--- src/rtl/instr_fetch.sv ---
// Multi-cycle instruction fetch sequencer: walks a synchronous ROM through
// fetch/load/decode/execute/update, computes the next PC and counts retired instructions.
module instr_fetch #(
  parameter logic [31:0] RESET_PC = 32'h0000_0000,
  parameter int          IMEM_AW  = 8,
  parameter logic [5:0]  HALT_OP  = 6'b111111
) (
  input  logic               clk,
  input  logic               rst_n,
  input  logic               start,
  output logic [IMEM_AW-1:0] imem_addr,
  input  logic [31:0]        imem_rdata,
  output logic [31:0]        instr,
  output logic               instr_valid,
  input  logic               decoder_done,
  input  logic               exec_done,
  input  logic               Branch,
  input  logic               Jump,
  input  logic               alu_zero,
  input  logic [3:0]         path_index,
  input  logic [25:0]        jump_address,
  input  logic [31:0]        imm_extended,
  input  logic [31:0]        jr_target,
  output logic [31:0]        pc,
  output logic [31:0]        pc_plus4,
  output logic               halted,
  output logic [15:0]        retired
);

  localparam logic [2:0] IDLE   = 3'd0;
  localparam logic [2:0] FETCH  = 3'd1;
  localparam logic [2:0] LOAD   = 3'd2;
  localparam logic [2:0] DECODE = 3'd3;
  localparam logic [2:0] EXEC   = 3'd4;
  localparam logic [2:0] UPDATE = 3'd5;
  localparam logic [2:0] HALT   = 3'd6;

  logic [2:0]  state_reg;
  logic [31:0] pc_reg;
  logic [31:0] npc_reg;
  logic [31:0] npc_next;
  logic [31:0] instr_reg;
  logic [15:0] retired_reg;
  logic        dec_second_reg;

  assign pc          = pc_reg;
  assign pc_plus4    = pc_reg + 32'd4;
  assign imem_addr   = pc_reg[IMEM_AW+1:2];
  assign instr       = instr_reg;
  assign instr_valid = (state_reg == DECODE);
  assign halted      = (state_reg == HALT);
  assign retired     = retired_reg;

  // Next-PC select, priority jr > jump > taken branch > sequential.
  always_comb begin
    npc_next = pc_plus4;
    if (path_index == 4'b1000)
      npc_next = jr_target;
    else if (Jump)
      npc_next = {pc_plus4[31:28], jump_address, 2'b00};
    else if (Branch && alu_zero)
      npc_next = pc_plus4 + (imm_extended << 2);
  end

  always_ff @(posedge clk or negedge rst_n) begin
    if (!rst_n) begin
      state_reg      <= IDLE;
      pc_reg         <= RESET_PC;
      npc_reg        <= RESET_PC;
      instr_reg      <= 32'd0;
      retired_reg    <= 16'd0;
      dec_second_reg <= 1'b0;
    end else begin
      case (state_reg)
        IDLE: if (start) state_reg <= FETCH;
        FETCH: state_reg <= LOAD;
        LOAD: begin
          instr_reg      <= imem_rdata;
          dec_second_reg <= 1'b0;
          state_reg      <= (imem_rdata[31:26] == HALT_OP) ? HALT : DECODE;
        end
        DECODE: begin
          // decoder_done in the first decode cycle may be stale from the previous instruction
          dec_second_reg <= 1'b1;
          if (dec_second_reg && decoder_done) state_reg <= EXEC;
        end
        EXEC: begin
          if (exec_done) begin
            npc_reg   <= npc_next;
            state_reg <= UPDATE;
          end
        end
        UPDATE: begin
          pc_reg      <= npc_reg;
          retired_reg <= retired_reg + 16'd1;
          state_reg   <= FETCH;
        end
        HALT: state_reg <= HALT;
        default: state_reg <= IDLE;
      endcase
    end
  end

endmodule
--- config.mk ---
export PLATFORM = sky130hd
export DESIGN_NAME = instr_fetch
export DESIGN_NICKNAME = d
export VERILOG_FILES = /design/src/rtl/instr_fetch.sv
export SDC_FILE = /design/constraint.sdc
export NUM_CORES = 1
export LEC_CHECK = 0
export BUFFER_PORTS_ARGS = -buffer_cell sky130_fd_sc_hd__buf_2
export CELL_PAD_IN_SITES_DETAIL_PLACEMENT = 0
export CELL_PAD_IN_SITES_GLOBAL_PLACEMENT = 1
export CORE_MARGIN = 3
export CORE_UTILIZATION = 40
export DETAILED_ROUTE_END_ITERATION = 8
export PLACE_DENSITY_LB_ADDON = 0.1
export REMOVE_ABC_BUFFERS = 1
export SLEW_MARGIN = 20
export SYNTH_ARGS = -nofsm -noshare
export SYNTH_HDL_FRONTEND = slang
export SYNTH_SLANG_ARGS = --single-unit
--- constraint.sdc ---
create_clock -name clk -period 5.2 [get_ports clk]
set_clock_uncertainty 0.2 [all_clocks]
set_input_delay 0 -clock clk [delete_from_list [all_inputs] [get_ports clk]]
set_output_delay 0 -clock clk [all_outputs]
set_load 0.01 [all_outputs]
==> results of run 1 <==
-- critical path, delay by kind of cell (launching register included) --
| family | cells | cell delay [ns] |
|---|---|---|
| adders and majority gates | 1 | 0.34 |
| and+or+nand+nor | 8 | 2.00 |
| xor gates and xnor gates | 1 | 0.39 |
| buffers and inverters | 1 | 0.56 |
| DFF | 1 | 0.55 |
| AOI/OAI and AO/OA | 4 | 0.68 |
-- kinds of logic after synthesis --
kind of cell | count (synthesis) | share of synthesized area (%)
buffers and inverters | 58 | 3.42
AOI/OAI and AO/OA | 218 | 18.2
muxes | 37 | 5.40
adders and majority gates | 38 | 6.34
DFF | 116 | 38.1
and+or+nand+nor | 350 | 21.6
xor gates and xnor gates | 59 | 6.88
-- cells in the mapped netlist (18+ instances only) --
cell / count / area (µm²)
sky130_fd_sc_hd__nand3_1: 29 / 145
sky130_fd_sc_hd__o21ai_0: 53 / 265
sky130_fd_sc_hd__nand2_1: 177 / 664
sky130_fd_sc_hd__a21oi_1: 65 / 325
sky130_fd_sc_hd__xnor2_1: 42 / 368
sky130_fd_sc_hd__mux2_2: 33 / 372
sky130_fd_sc_hd__clkbuf_1: 35 / 131
sky130_fd_sc_hd__nor2_1: 55 / 206
sky130_fd_sc_hd__nor3_1: 22 / 110
sky130_fd_sc_hd__ha_1: 37 / 463
sky130_fd_sc_hd__dfrtp_1: 116 / 2900
sky130_fd_sc_hd__nand4_1: 18 / 113
-- layout make-up --
| class | instances | area share, % |
|---|---|---|
| Inverter | 9 | 0.317 |
| Multi-Input combinational cell | 702 | 42.0 |
| Timing Repair Buffer | 362 | 21.9 |
| Sequential cell | 116 | 27.3 |
| Clock inverter | 13 | 1.73 |
| Clock buffer | 19 | 4.07 |
| Tap cell | 229 | 2.69 |
-- worst min-delay path by stage --
stage / from / end / cells past startpoint
finish: rst_n / retired[8] / 2
global placement: rst_n / retired[4] / 1
global route: rst_n / retired[4] / 2
detailed placement: rst_n / retired[4] / 1
floorplan: rst_n / dec_second_reg / 0
CTS: imm_extended[27] / npc_reg[29] / 5
-- repair_timing --
action                                 CTS  global route
hold buffers                            96             0
endpoints found under the hold margin  127             0
setup buffers                            0             0
-- power by group through the flow --
stage	Clock [mW]	Sequential [mW]	Combinational [mW]
finish	1.24	1.64	2.87
floorplan	0	1.71	1.59
detailed placement	0	1.65	2.67
CTS	1.25	1.64	2.87
global placement	0	1.64	2.66
global route	1.30	1.70	3.16
-- per-stage QoR --
stage	instances	setup WS [ns]	total power [mW]	util [%]	hold slack [ns]
after global routing	1450	0.0931	6.16	58.0	0.0575
after floorplan	827	1.38	3.30	-	-0.496
after global placement	1322	0.986	4.30	49.4	-0.0721
after CTS	1450	0.364	5.76	58.0	0.000308
after detailed placement	1322	0.949	4.32	49.4	-0.0713
final	1450	0.350	5.75	58.0	-0.00202
-- per-layer routing --
metal,global-route usage [%],vias up
li1,-,3809
met1,34.6,3817
met2,42.0,272
met3,4.96,22
met4,5.65,2
met5,0,-
==> results.rst, run 1 <==
.. list-table::
   :header-rows: 1

   * - Metric
     - Value
   * - Clk sink count
     - 116
   * - Clock root cell
     - sky130_fd_sc_hd__clkbuf_16
   * - Synthesized netlist cell count
     - 876
   * - Net switching component of the power
     - 2.38 mW
   * - R2R depth
     - 15
   * - Critical Path Sink Type
     - flip-flop
   * - Maximum Capacitance Violations
     - 0
   * - Power density over the cells
     - 541 nW/µm²
   * - Multi-input gate area in the final layout
     - 4470 µm²
   * - Number of I/O port buffers
     - 253
   * - Final slew viol count
     - 0
   * - Per-cell via count in the routed design
     - 5.46
   * - H-Tree Level Count
     - 4
   * - Ratio of cells with drive above 1 in the final layout
     - 28.7%
   * - Switching part of the total
     - 41.3%
   * - Worst Setup Start Kind
     - flip-flop
   * - DR WL/cell
     - 18.7 µm
   * - Post-place instance area
     - 9060 µm²
   * - Highest fanout seen on the critical path
     - 9
   * - Static leakage
     - 5.26 nW
   * - Transition time at the pin with the least slew margin
     - 1.02 ns
   * - Initial antenna violation count
     - 1
   * - First-pass GRT wire length
     - 41,000 µm
   * - Start point of the critical path
     - pc[4]
   * - Post-synthesis cell area
     - 7620 µm²
   * - Proportion of power drawn by combinational gates
     - 49.9%
   * - Post-layout net count
     - 1,380
   * - Final global-route overflow total
     - 0
   * - Setup repair after global routing missed its margin
     - no
   * - Syn. warnings
     - 0
   * - Setup tns final
     - 0 ns
   * - Routed vias
     - 7,922
   * - Proportion of power drawn by the clock network
     - 21.5%
   * - Sum of met3 wire segment lengths after detailed routing
     - 1720 µm
   * - Signal arrival time at the worst endpoint
     - 4.94 ns
   * - Number of buffers inserted during clock tree synthesis
     - 17
   * - Number of hold-slack violations in the final timing report
     - 4
   * - TritonRoute pass-1 iters
     - 4
   * - Final design area excluding fillers
     - 10,600 µm²
   * - Run status
     - complete, but fails checks
   * - Fmax
     - 0.206 GHz
   * - Slowest Stage Delay on Critical Path
     - 0.56 ns
   * - Die width
     - 144 µm
   * - Top library cells by usage in the layout, fill and taps aside
     - 252 x sky130_fd_sc_hd__buf_2, 177 x sky130_fd_sc_hd__nand2_1, 116 x sky130_fd_sc_hd__dfrtp_1
   * - Class of the tightest hold or removal check
     - primary input to async pin
   * - Failing checks
     - hold timing
   * - Final worst hold slack
     - -0.00202 ns
   * - Commonest non-fill, non-tap cell in the layout
     - sky130_fd_sc_hd__buf_2
   * - Die extent in y
     - 144 µm
   * - Synth Area per Inst
     - 8.70 µm²
   * - Post-Route M1 WL
     - 12,000 µm
   * - Worst ir drop on vdd
     - 0.342 mV
   * - Cts repair resizes
     - 0
   * - Total GRT Usage
     - 25.4%
   * - Type of the worst setup path
     - flip-flop to flip-flop
   * - Primary flip-flop cell chosen by synthesis mapping
     - sky130_fd_sc_hd__dfrtp_1
   * - Ant. Diodes
     - 0
   * - Cell-internal power
     - 3.37 mW
   * - Starting DRC count in detailed routing
     - 461
   * - Pin count of the biggest net entering global routing
     - 62
   * - Cell type of the slowest stage on the worst timing path
     - sky130_fd_sc_hd__dlygate4sd3_1
   * - Library cell appearing most often on the critical path
     - sky130_fd_sc_hd__a21oi_1
   * - Count of distinct cell types in the synthesized netlist
     - 67
   * - Slew HR
     - 32.0%
   * - Synthesized flop and latch total
     - 116
   * - Reg power frac
     - 28.6%
   * - Post-route antenna net violation count
     - 0
   * - I/O pin total
     - 256
   * - Vias in the first global route
     - 7,583
   * - Weighted congestion at the end of routability-driven global placement
     - 0.868
   * - CP cell instances
     - nand4_2, nor4_4, nor2b_1, nand4_1, xnor2_1, ha_1, a21oi_1, o21a_1, nand2_1, nor3_1, nor4_1, or3_1, a21oi_1, o21ai_1, dlygate4sd3_1
   * - Die area
     - 20,700 µm²
   * - Half-perimeter wire length after detailed placement
     - 19,400 µm
   * - Ys async rst share
     - 100%
   * - Setup slack, reg-to-reg
     - 0.35 ns
   * - Post-layout min period
     - 4.85 ns
   * - Required time of the critical path
     - 5.29 ns
   * - Worst-skew pair later-pin latency
     - 0.41 ns
   * - Clock tree from TritonCTS
     - done
   * - WL met2
     - 13,100 µm
   * - Final setup fails
     - 0
   * - Reg2Reg Launch Point
     - pc[4]
   * - DRC violations left
     - 0
   * - Floorplan Core Area
     - 18,300 µm²
   * - Fill cell total of the finished layout
     - 1,712
   * - Last element of the critical path
     - npc_reg[26]
   * - Post-Route WL
     - 27,100 µm
   * - Flip-flop and latch area
     - 2900 µm²
   * - Fin crit share
     - 93.3%
   * - Starting density of the core
     - 41.6%
   * - Highest signal layer in the routed design
     - met5
   * - Worst r2r dst
     - npc_reg[26]
   * - Buffers from clock root to sink, at most
     - 2
   * - Clock transition at the registers of the reported paths
     - 0.06 ns
   * - Share of synthesized area occupied by flip-flops and latches
     - 38.1%
   * - Number of enable-type register cells in the synthesized netlist
     - 0
   * - Placement row count
     - 49
   * - Area growth syn-to-layout
     - 39.7%
No activity file was read; power rests on OpenSTA's default activity.
==> run 2, diff against run 1 <==
--- a/config.mk
+++ b/config.mk
@@ -5,7 +5,7 @@
 export SDC_FILE = /design/constraint.sdc
 export NUM_CORES = 1
 export LEC_CHECK = 0
-export BUFFER_PORTS_ARGS = -buffer_cell sky130_fd_sc_hd__buf_2
+export BUFFER_PORTS_ARGS = -buffer_cell sky130_fd_sc_hd__buf_4
 export CELL_PAD_IN_SITES_DETAIL_PLACEMENT = 0
 export CELL_PAD_IN_SITES_GLOBAL_PLACEMENT = 1
 export CORE_MARGIN = 3
@@ -17,3 +17,4 @@
 export SYNTH_ARGS = -nofsm -noshare
 export SYNTH_HDL_FRONTEND = slang
 export SYNTH_SLANG_ARGS = --single-unit
+export TNS_END_PERCENT = 10
==> constraint.sdc (replaced) <==
create_clock -name clk -period 5.2 [get_ports clk]
set_clock_uncertainty 0.2 [all_clocks]
set_input_delay 0 -clock clk [delete_from_list [all_inputs] [get_ports clk]]
set_output_delay 0 -clock clk [all_outputs]
set_load 0.05 [all_outputs]
==> run 2 against run 1 <==
  * The flow now finishes without violations
  * Highest routed layer is now met4
  * Critical path depth down 1
  * Largest cell class unchanged
  * Utilization is 3.4 points higher
  * Fmax shrank 1.3%
  * Clock power shrank 9.7%
  * Wire length rose by 1.8%
  * Hold slack better by 0.0045 ns
  * Final area rose by 5.8%
  * Non-clock buffer count grew 2
==> results.rst, run 2 (synthesized netlist as in run 1, its figures left out) <==
.. list-table::
   :header-rows: 1

   * - Metric
     - Value
   * - Signal arrival time at the worst endpoint
     - 4.95 ns (about the same)
   * - Post-Place Cells
     - 1,323 (+0.076%)
   * - Cell type of the slowest stage on the worst timing path
     - sky130_fd_sc_hd__dfrtp_1
   * - Final worst hold slack
     - 0.00247 ns (+0.00449 ns)
   * - Starting density of the core
     - 41.6% (unchanged)
   * - Commonest non-fill, non-tap cell in the layout
     - sky130_fd_sc_hd__buf_4
   * - Final standard cell count with taps included and fillers excluded
     - 1,453 (+0.21%)
   * - TritonRoute pass-1 iters
     - 5 (+1)
   * - Worst ir drop on vdd
     - 0.459 mV (+34%)
   * - Per-cell via count in the routed design
     - 5.49 (+0.47%)
   * - Die extent in y
     - 144 µm (unchanged)
   * - Die width
     - 144 µm (unchanged)
   * - H-Tree Level Count
     - 4 (unchanged)
   * - Power density over the cells
     - 633 nW/µm² (+17%)
   * - R2R depth
     - 14 (-1)
   * - Routed vias
     - 7,976 (+0.68%)
   * - Weighted congestion at the end of routability-driven global placement
     - 0.879 (+1.3%)
   * - Slew HR
     - 35.1% (+3.2 points)
   * - Clock root cell
     - sky130_fd_sc_hd__clkbuf_16
   * - Fmax
     - 0.204 GHz (-1.3%)
   * - Crit path depth
     - 14 (-1)
   * - Least setup slack across all paths after layout
     - 0.286 ns (-0.0639 ns)
   * - Critical Path Sink Type
     - flip-flop
   * - First-pass GRT wire length
     - 41,400 µm (+1.0%)
   * - Final setup fails
     - 0 (unchanged)
   * - Die area
     - 20,700 µm² (unchanged)
   * - Type of the worst setup path
     - flip-flop to flip-flop
   * - Placement row count
     - 49 (unchanged)
   * - Area growth syn-to-layout
     - 47.8%
   * - CP cell instances
     - and4_1, nand3_2, nor2_1, nand4_1, xnor2_1, ha_1, nand4_1, or4_1, a21oi_1, nor3_1, o311ai_2, xnor2_1, dlygate4sd3_1, a31oi_1
   * - Clock tree from TritonCTS
     - done
   * - Setup tns final
     - 0 ns (unchanged)
   * - DR WL/cell
     - 19.0 µm (+1.6%)
   * - Post-Route WL
     - 27,600 µm (+1.8%)
   * - Ratio of cells with drive above 1 in the final layout
     - 29.0% (+0.36 points)
   * - DRC violations left
     - 0 (unchanged)
   * - Number of I/O port buffers
     - 253 (unchanged)
   * - Static leakage
     - 5.43 nW (+3.3%)
   * - CP top delay family
     - simple AND/OR/NAND/NOR gates
   * - Number of hold-slack violations in the final timing report
     - 0 (-4)
   * - Transition time at the pin with the least slew margin
     - 0.969 ns (-0.0474 ns)
   * - I/O pin total
     - 256 (unchanged)
   * - Post-layout min period
     - 4.91 ns (+0.0639 ns)
   * - Slowest Stage Delay on Critical Path
     - 0.59 ns (+0.03 ns)
   * - Final global-route overflow total
     - 0 (unchanged)
   * - Post-Place Setup Slack
     - 0.841 ns (-0.108 ns)
   * - Post-route antenna net violation count
     - 0 (unchanged)
   * - Half-perimeter wire length after detailed placement
     - 19,900 µm (+2.4%)
   * - Final slew viol count
     - 0 (unchanged)
   * - Run status
     - completed
   * - Worst Setup Start Kind
     - flip-flop
   * - Starting DRC count in detailed routing
     - 527 (+14%)
   * - Class of the tightest hold or removal check
     - primary input to async pin
   * - Number of buffers inserted during clock tree synthesis
     - 17 (unchanged)
   * - Fill cell total of the finished layout
     - 1,610 (-6.0%)
   * - Required time of the critical path
     - 5.24 ns (-0.05 ns)
   * - Buffers from clock root to sink, at most
     - 2 (unchanged)
   * - Total GRT Usage
     - 25.7% (+0.32 points)
   * - Final Power
     - 7.12 mW (+24%)
   * - Clock transition at the registers of the reported paths
     - 0.06 ns (about the same)
   * - Pin count of the biggest net entering global routing
     - 61 (-1.6%)
   * - Setup slack, reg-to-reg
     - 0.29 ns (-0.06 ns)
   * - Maximum Capacitance Violations
     - 0 (unchanged)
   * - Fin crit share
     - 94.5% (+1.2 points)
   * - Worst-skew pair later-pin latency
     - 0.41 ns (about the same)
   * - Highest fanout seen on the critical path
     - 9 (unchanged)
   * - Count of buffers added by post-CTS timing repair for setup
     - 0 (unchanged)
   * - Floorplan Core Area
     - 18,300 µm² (unchanged)
   * - Top library cells by usage in the layout, fill and taps aside
     - 267 x sky130_fd_sc_hd__buf_4, 177 x sky130_fd_sc_hd__nand2_1, 116 x sky130_fd_sc_hd__dfrtp_1
   * - Setup repair after global routing missed its margin
     - no
   * - Vias in the first global route
     - 7,582 (-0.013%)
   * - Initial antenna violation count
     - 0 (-1)
   * - Clk sink count
     - 116 (unchanged)
   * - Count of buffering cells on the critical path with inverters included
     - 1 (unchanged)
   * - Post-layout net count
     - 1,382 (+0.14%)
==> run 2: cell type report <==
class / count / area, µm² / area share [%]
Antenna cell: 1 / 2.50 / 0.0222
Clock buffer: 18 / 439 / 3.90
Clock inverter: 14 / 128 / 1.13
Inverter: 9 / 33.8 / 0.300
Multi-Input combinational cell: 702 / 4490 / 39.9
Sequential cell: 116 / 2900 / 25.8
Tap cell: 229 / 287 / 2.55
Timing Repair Buffer: 364 / 2980 / 26.4
==> run 2: power breakdown <==
group | internal, mW | leakage [nW] | total (mW) | switching [mW]
clock network | 0.674 | 0.270 | 1.12 | 0.447
registers | 1.28 | 1.47 | 1.66 | 0.382
logic | 1.56 | 3.70 | 4.34 | 2.78
==> run 2: final timing paths <==
path	from	to
hold / removal	rst_n	retired[1]
min in group clk	Jump	npc_reg[23]
setup / recovery	pc[4]	npc_reg[31]
max in group asynchronous	rst_n	npc_reg[10]
setup reg to reg	pc[4]	npc_reg[31]
hold reg to reg	npc_reg[31]	pc[31]
==> run 2: repair_timing <==
action,in CTS,in global routing
hold buffers,97,0
gates resized for setup,0,2
endpoints found under the hold margin,123,0
endpoints found under the setup margin,0,2
==> run 2: layer usage <==
layer / part of all wire [%] / routed length (µm) / vias to the layer above / global-route usage, %
met2: 49 / 13400 / 296 / 42.3
met1: 43 / 11900 / 3840 / 34.7
met3: 6.6 / 1810 / 28 / 4.96
met4: 1.8 / 483 / 0 / 7.23
met5: 0 / 0 / - / 0
li1: - / - / 3812 / -
==> run 2: stage by stage <==
| step | utilization, % | cell area, µm² |
|---|---|---|
| 6_report | 61.4 | 11300 |
| 2_1_floorplan | - | 7390 |
| 5_1_grt | 61.4 | 11300 |
| 3_5_place_dp | 52.9 | 9700 |
| 4_1_cts | 61.3 | 11200 |
| 3_3_place_gp | 52.9 | 9700 |
